`config.mk`:
```
export PLATFORM = sky130hd
export DESIGN_NAME = calc_queue_flat
export DESIGN_NICKNAME = d
export VERILOG_FILES = /design/src/rtl/calc_queue_if.sv /design/src/rtl/calc_queue.sv /design/src/flat_wrapper.sv
export SDC_FILE = /design/constraint.sdc
export NUM_CORES = 1
export LEC_CHECK = 0
export BUFFER_PORTS_ARGS = -buffer_cell sky130_fd_sc_hd__buf_2
export CAP_MARGIN = 25
export CORE_MARGIN = 10
export CORE_UTILIZATION = 61
export CTS_BUF_LIST = sky130_fd_sc_hd__clkbuf_8 sky130_fd_sc_hd__clkbuf_16
export DETAILED_ROUTE_END_ITERATION = 8
export PLACE_DENSITY = 0.89
export SLEW_MARGIN = 30
export SYNTH_ARGS = -nofsm -noshare
export SYNTH_HDL_FRONTEND = slang
export SYNTH_SLANG_ARGS = --single-unit
```
`constraint.sdc`:
```
create_clock -name clk -period 7.1 [get_ports clk]
set_clock_uncertainty 0.1 [all_clocks]
set_input_delay 0.71 -clock clk [delete_from_list [all_inputs] [get_ports clk]]
set_output_delay 0.71 -clock clk [all_outputs]
set_load 0.01 [all_outputs]
```
`src/rtl/calc_queue_if.sv`:
```
// Command/status bundle between the ALU and the operand queue.
// The master issues queue commands; the slave executes them and reports state.
interface calc_queue_if #(
  parameter int AW = 4
);
  logic          op_valid;
  logic [1:0]    queue_op;
  logic [7:0]    push_data;
  logic [15:0]   operands;
  logic [7:0]    pop_data;
  logic          pop_valid;
  logic [AW:0]   count;
  logic          empty;
  logic          full;
  logic          sync;
  logic          overflow;
  logic          underflow;

  modport master (
    output op_valid, queue_op, push_data,
    input  operands, pop_data, pop_valid, count, empty, full, sync, overflow, underflow
  );

  modport slave (
    input  op_valid, queue_op, push_data,
    output operands, pop_data, pop_valid, count, empty, full, sync, overflow, underflow
  );
endinterface

```
`src/rtl/calc_queue.sv`:
```
// Circular operand queue closing the ALU compute loop: executes one command per
// cycle and feeds the two oldest entries back to the ALU as operands.
module calc_queue #(
  parameter int DEPTH = 16,
  parameter int AW    = 4
) (
  input  logic        clk,
  input  logic        rst,
  calc_queue_if.slave q
);

  localparam logic [1:0] Q_PUSH         = 2'b00;
  localparam logic [1:0] Q_SLEEP        = 2'b01;
  localparam logic [1:0] Q_GET_AND_PUSH = 2'b10;
  localparam logic [1:0] Q_POP          = 2'b11;

  localparam logic [AW:0] C_ONE  = (AW+1)'(1);
  localparam logic [AW:0] C_TWO  = (AW+1)'(2);
  localparam logic [AW:0] C_FULL = (AW+1)'(DEPTH);

  logic [7:0]    r_mem [DEPTH];
  logic [AW-1:0] r_head;
  logic [AW-1:0] r_tail;
  logic [AW:0]   r_count;
  logic [7:0]    r_pop_data;
  logic          r_pop_valid;
  logic          r_sync;
  logic          r_overflow;
  logic          r_underflow;

  logic          w_full;
  logic          w_is_push;
  logic          w_is_pop;
  logic          w_is_gap;
  logic          w_push_ok;
  logic          w_pop_ok;
  logic          w_gap_ok;
  logic          w_write;
  logic [AW-1:0] w_head_p1;

  assign w_full    = (r_count == C_FULL);
  assign w_is_push = q.op_valid && (q.queue_op == Q_PUSH);
  assign w_is_pop  = q.op_valid && (q.queue_op == Q_POP);
  assign w_is_gap  = q.op_valid && (q.queue_op == Q_GET_AND_PUSH);
  assign w_push_ok = w_is_push && !w_full;
  assign w_pop_ok  = w_is_pop && (r_count >= C_ONE);
  assign w_gap_ok  = w_is_gap && (r_count >= C_TWO);
  assign w_write   = w_push_ok || w_gap_ok;
  assign w_head_p1 = r_head + AW'(1);

  // Storage is deliberately unreset; count gating keeps X off the outputs.
  always_ff @(posedge clk) begin
    if (w_write) begin
      r_mem[r_tail] <= q.push_data;
    end
  end

  always_ff @(posedge clk or negedge rst) begin
    if (!rst) begin
      r_head      <= '0;
      r_tail      <= '0;
      r_count     <= '0;
      r_pop_data  <= '0;
      r_pop_valid <= 1'b0;
      r_sync      <= 1'b0;
      r_overflow  <= 1'b0;
      r_underflow <= 1'b0;
    end else begin
      r_sync      <= q.op_valid;
      r_pop_valid <= w_pop_ok;
      if (w_pop_ok) begin
        r_pop_data <= r_mem[r_head];
      end
      if (w_write) begin
        r_tail <= r_tail + AW'(1);
      end
      if (w_pop_ok) begin
        r_head <= w_head_p1;
      end else if (w_gap_ok) begin
        r_head <= r_head + AW'(2);
      end
      // Get-and-push frees two and writes one, so it nets -1 like a pop.
      if (w_push_ok) begin
        r_count <= r_count + C_ONE;
      end else if (w_pop_ok || w_gap_ok) begin
        r_count <= r_count - C_ONE;
      end
      if (w_is_push && w_full) begin
        r_overflow <= 1'b1;
      end
      if ((w_is_pop && !w_pop_ok) || (w_is_gap && !w_gap_ok)) begin
        r_underflow <= 1'b1;
      end
    end
  end

  assign q.operands[7:0]  = (r_count >= C_ONE) ? r_mem[r_head]    : 8'h00;
  assign q.operands[15:8] = (r_count >= C_TWO) ? r_mem[w_head_p1] : 8'h00;
  assign q.pop_data       = r_pop_data;
  assign q.pop_valid      = r_pop_valid;
  assign q.count          = r_count;
  assign q.empty          = (r_count == '0);
  assign q.full           = w_full;
  assign q.sync           = r_sync;
  assign q.overflow       = r_overflow;
  assign q.underflow      = r_underflow;

  logic w_unused;
  assign w_unused = (q.queue_op == Q_SLEEP);

endmodule

```
`src/flat_wrapper.sv`:
```
// flat-port wrapper written by rule: the top's interface ports become plain ports
module calc_queue_flat 
#(
  parameter int DEPTH = 16,
  parameter int AW    = 4
)
  (clk, rst, q_op_valid, q_queue_op, q_push_data, q_operands, q_pop_data, q_pop_valid, q_count, q_empty, q_full, q_sync, q_overflow, q_underflow);
  calc_queue_if #(.AW(AW)) q_i ();
  input  logic clk;
  input  logic rst;
  input wire logic [$bits(q_i.op_valid)-1:0] q_op_valid;
  input wire logic [$bits(q_i.queue_op)-1:0] q_queue_op;
  input wire logic [$bits(q_i.push_data)-1:0] q_push_data;
  output wire logic [$bits(q_i.operands)-1:0] q_operands;
  output wire logic [$bits(q_i.pop_data)-1:0] q_pop_data;
  output wire logic [$bits(q_i.pop_valid)-1:0] q_pop_valid;
  output wire logic [$bits(q_i.count)-1:0] q_count;
  output wire logic [$bits(q_i.empty)-1:0] q_empty;
  output wire logic [$bits(q_i.full)-1:0] q_full;
  output wire logic [$bits(q_i.sync)-1:0] q_sync;
  output wire logic [$bits(q_i.overflow)-1:0] q_overflow;
  output wire logic [$bits(q_i.underflow)-1:0] q_underflow;
  assign q_i.op_valid = q_op_valid;
  assign q_i.queue_op = q_queue_op;
  assign q_i.push_data = q_push_data;
  assign q_operands = q_i.operands;
  assign q_pop_data = q_i.pop_data;
  assign q_pop_valid = q_i.pop_valid;
  assign q_count = q_i.count;
  assign q_empty = q_i.empty;
  assign q_full = q_i.full;
  assign q_sync = q_i.sync;
  assign q_overflow = q_i.overflow;
  assign q_underflow = q_i.underflow;
  calc_queue #(.DEPTH(DEPTH), .AW(AW)) u_core (.clk(clk), .rst(rst), .q(q_i));
endmodule
```
# Word-level counts from Yosys, hierarchy flattened

Memories as Yosys holds them, arrays and structs flattened.
Cells that the tools add are included.

Add/subtract/negate cells: 5
Multiply operators: 0
Div/mod/pow operators: 0
Order comparisons: 2
Equal/unequal tests: 3
Shift-type cells: 0
Multiplexer cells: 8
Bitwise operators: 0
Reductions and logical operators: 19

Operators by type and width:

| cell                  | count |
|---|---|
| $mux W8               | 2 |
| $mux W5               | 2 |
| $logic_and A1 B1 Y1   | 9 |
| $add A4 B1 Y4 const B | 2 |
| $mux W4               | 2 |
| $add A5 B1 Y5 const B | 1 |
| $eq A5 B5 Y1 const B  | 1 |
| $ge A5 B1 Y1 const B  | 1 |
| $ge A5 B2 Y1 const B  | 1 |
| $logic_not A5 Y1      | 1 |
| $sub A5 B1 Y5 const B | 1 |
| $add A4 B2 Y4 const B | 1 |
| $eq A2 B2 Y1 const B  | 2 |
| $reduce_bool A2 Y1    | 2 |
| $logic_not A1 Y1      | 3 |
| $logic_or A1 B1 Y1    | 3 |
| $logic_not A2 Y1      | 1 |
| $mux W1               | 2 |

Flip-flop bits (word level): 25
Bits in latches: 0
Bits in writable memories: 128
ROM bits: 0
Output and inout port bits: 35
Word-level logic and storage cells: 46
Memories: 1

Memory list:

| memory       | words | bits a word | rd ports | clocked after memory_dff | wr ports | RTL line         | source |
|---|---|---|---|---|---|---|---|
| u_core.r_mem | 16    | 8           | 2        | 0                        | 1        | calc_queue.sv:21 | `logic [7:0] r_mem [DEPTH];` |

# Longest topological paths before layout

Depth in word-level cells: 6
Gate-level depth with buffers: 9

# Worst setup path before layout

No wires, ideal clock.

Path kind: register to register
Start point: register u_core.r_count[0] (netlist: u_core.q.count[0])
End point: memory u_core.r_mem[2][0], enable pin
Arrival time: 2.510 ns
Data required time: 6.602 ns
Path slack: 4.092 ns
Cell stages (with the launch flop): 8
Path buffers: 1
Period minus slack after synthesis: 3.008 ns
Path through: dfrtp_1 -> inv_1 -> ha_1 -> and4bb_2 -> nor2b_1 -> a211o_1 -> buf_2 -> nor4b_1

Word-level cells in the longest chain between the ends: 6
Elaborated cells between the ends (all ways): 8

Ends and longest elaborated chain:

| item                          | RTL line           | source |
|---|---|---|
| start: declaration            | calc_queue.sv:24   | `logic [AW:0] r_count;` |
| start signal: assignment      | calc_queue.sv:84   | `r_count <= r_count + C_ONE;` |
| start signal: assignment      | calc_queue.sv:86   | `r_count <= r_count - C_ONE;` |
| $eq A5 B5 Y1                  | calc_queue.sv:41   | `assign w_full = (r_count == C_FULL);` |
| named net q_full              | flat_wrapper.sv:19 | `output wire logic [$bits(q_i.full)-1:0] q_full;` |
| $logic_not A1 Y1              | calc_queue.sv:45   | `assign w_push_ok = w_is_push && !w_full;` |
| $logic_and A1 B1 Y1           | calc_queue.sv:45   |  |
| $logic_or A1 B1 Y1            | calc_queue.sv:48   | `assign w_write = w_push_ok \|\| w_gap_ok;` |
| $mux W1                       | calc_queue.sv:53   | `if (w_write) begin` |
| $mux W1 (implied by the code) | calc_queue.sv:54   | `r_mem[r_tail] <= q.push_data;` |
| end: declaration              | calc_queue.sv:21   |  |

The timed path passes the listed nets, and every way through them passes these cells.

# Final worst setup path

Start point: register u_core.r_head[0]
End point: output q_operands[13]

Word-level cells in the longest chain between the ends: 3

Ends and longest elaborated chain:

| item                     | RTL line           | source |
|---|---|---|
| start: declaration       | calc_queue.sv:22   | `logic [AW-1:0] r_head;` |
| start signal: assignment | calc_queue.sv:78   | `r_head <= w_head_p1;` |
| start signal: assignment | calc_queue.sv:80   | `r_head <= r_head + AW'(2);` |
| $add A4 B1 Y4            | calc_queue.sv:49   | `assign w_head_p1 = r_head + AW'(1);` |
| $mem_v2 Z16 W8           | --                 |  |
| $mux W8                  | calc_queue.sv:98   | `assign q.operands[15:8] = (r_count >= C_TWO) ? r_mem[w_head_p1] : 8'h00;` |
| end: declaration         | flat_wrapper.sv:14 | `output wire logic [$bits(q_i.operands)-1:0] q_operands;` |

Every way passes these cells.

==> reports/results.ini <==
[floorplan]
dieWidth_um=130
initial_core_util=0.620
core_area_um2=11900
die_y_um=130
io_pins=48
dieArea_um2=16900
fp-row-count=40

[run_status]
status=complete, no violations

[drt]
wirelength_um=17300
viasPerCell=6.79
vias=4394
ant_nets=0
wl_met1_um=6660
dr.pass1.iters=5
wl_met3_um=1650
drt-wirelength-per-cell_um=26.8
drc=0
dr.first_iter.drc_count=491
top_layer_used=met4
dr_wl_met2_um=8600

[power_and_ir_drop]
p_switching_mw=1.44
p_total_mw=3.89
power_frac_comb=0.470
power.density_nw_per_um2=467
clkPwrFrac=0.220
p_leak_nw=3.02
seq_power_share=0.309
p_sw_frac=0.371
peakVddDrop_v=0.000257
internal-power_mw=2.45

[timing]
period_share=0.574
setup_viol=0
timing.hold.ws_ns=0.174
worst_pin_slew_ns=0.951
relSlewSlack=0.364
fmax_mhz=246
fin_ws_ns=3.03
tns_ns=0
finalHoldViolations=0
fin_crit_ns=4.07
grt_setup_unrepaired=no
finalMaxSlewViolations=0

[logic_synthesis]
synth_edf_count=128
ys_types=50
avgSynthCellArea_um2=16.7
synth_warnings=0
ys_ff_latch=153
yosysTopAreaCell=edfxtp_1
netlist_top_cells_area=edfxtp_1 (52%), mux4_2 (17%), dfrtp_1 (8.5%)
synthesis.nets=467
synth_ff_type=edfxtp_1
async_flop_share=0.163
synth_top_area_frac=0.520
ys_seq_area_frac=0.605
synth_area_um2=7390
postSynthCellCount=443

[global_route]
grt_pass1_vias=4632
grt_start_max_net_pins=62
grt_pass1_wl_um=26800
antenna_found_initial=0
overflow=0
grt.total_usage=0.216

[worst_setup_path]
reg2reg_depth=7
crit_path_end_kind=output pin
crit_required_ns=6.29
crit_type=register to output pin
r2r-end=u_core.r_mem[1][0]
rrSetupSlack_ns=3.91
worstReg2RegStart=u_core.q.count[1]
arrival_ns=3.26
cp-start-kind=register
worstPathMaxFanout=61

[final_layout]
diodes=0
stdcell_count=647
final_cell_area_um2=8340
final_common_cell=edfxtp_1
layout_common_cells=edfxtp_1 (128), mux4_2 (56), buf_2 (47), mux2i_1 (32), dfrtp_1 (23)
nNetsFinal=511
utilization=0.700
drive_gt1_frac=0.330
syn_to_final_growth_pct=12.9

[clock_network]
insertion_delay_ns=0.42
post_cts_buffers=0
hold_buffers=0
h-tree-depth=4
tritoncts=built
numCtsBuffers=17
cts-resized-gates=0
cts_num_sinks=153
cts_buffer_depth=2
root_buffer=clkbuf_16
clk_pin_slew_ns=0.06

[placed_design]
routabilityCongestion=0.873
place_area_um2=7770
dp_hpwl_um=11200
placedCellCount=615
io_buffers=47
pre_cts_ws_ns=3.45

[hold_path]
hold_path.class=input pin to asynchronous set/reset pin

[job]
max-cap-violations=0

## power by group through the flow
stage	registers, mW	logic [mW]	clock network (mW)
floorplan	1.18	1.33	0
global placement	1.20	1.75	0
detailed placement	1.22	1.81	0
CTS	1.20	1.83	0.861
global route	1.22	1.96	0.903
finish	1.20	1.83	0.857
## routing by layer
layer  up-vias  track usage
met2       244        0.353
met3        33       0.0600
met4         0       0.0972
met1      2235        0.265
met5         -            0
li1       1882            -
## synth_stat cells, types with 8 or more instances
| cell | number |
|---|---|
| o21ai_1 | 11 |
| a22oi_1 | 8 |
| mux2i_1 | 32 |
| dfrtp_1 | 25 |
| mux4_2 | 56 |
| nor3_1 | 8 |
| clkbuf_1 | 12 |
| nor2_1 | 20 |
| ha_1 | 11 |
| edfxtp_1 | 128 |
| xnor2_1 | 8 |
| nand2b_1 | 9 |
| buf_2 | 13 |
| a221oi_1 | 8 |
| nand2_1 | 17 |
| o22ai_1 | 8 |
| mux2_2 | 8 |
## logic make-up after synthesis
| kind of cell | Yosys count | share of synthesized area |
|---|---|---|
| DFF | 153 | 0.605 |
| and+or+nand+nor | 87 | 0.0640 |
| xor gates and xnor gates | 12 | 0.0152 |
| AOI/OAI and AO/OA | 45 | 0.0435 |
| muxes | 97 | 0.228 |
| buffers and inverters | 38 | 0.0256 |
| adders and majority gates | 11 | 0.0186 |
## area by class of cell
class,count,area (um^2)
Tap cell,147,184
Clock buffer,17,425
Multi-Input combinational cell,252,2790
Clock inverter,15,135
Timing Repair Buffer,56,303
Fill cell,740,3570
Inverter,7,26.3
Sequential cell,153,4470
## state kept, by name, summed over array words and instances, names as in the netlist
register,cells
u_core.r_head,4
u_core.q.pop_valid,1
u_core.r_mem,128
u_core.q.sync,1
u_core.q.overflow,1
u_core.q.pop_data,8
u_core.q.underflow,1
u_core.r_tail,4
u_core.q.count,5
## how the worst max path moves through the flow
stage	startpoint	end	slack (ns)	cells past startpoint
after detailed placement	u_core.r_head[0]	q_operands[13]	3.45	6
after floorplan	u_core.q.count[0]	u_core.r_mem[2][0]	4.09	7
after CTS	u_core.r_head[0]	q_operands[13]	2.95	6
final	u_core.r_head[0]	q_operands[13]	3.03	6
after global routing	u_core.r_head[0]	q_operands[13]	2.80	6
after global placement	u_core.r_head[0]	q_operands[13]	3.05	6
## critical path, stage by stage (launching register included)
cell     delay, ns
dfrtp_2       0.35
buf_4         0.68
ha_4          0.66
mux4_2        0.61
mux2i_1       0.18
o22ai_1       0.14
buf_2         0.19
No activity file was read; power rests on OpenSTA's default activity.
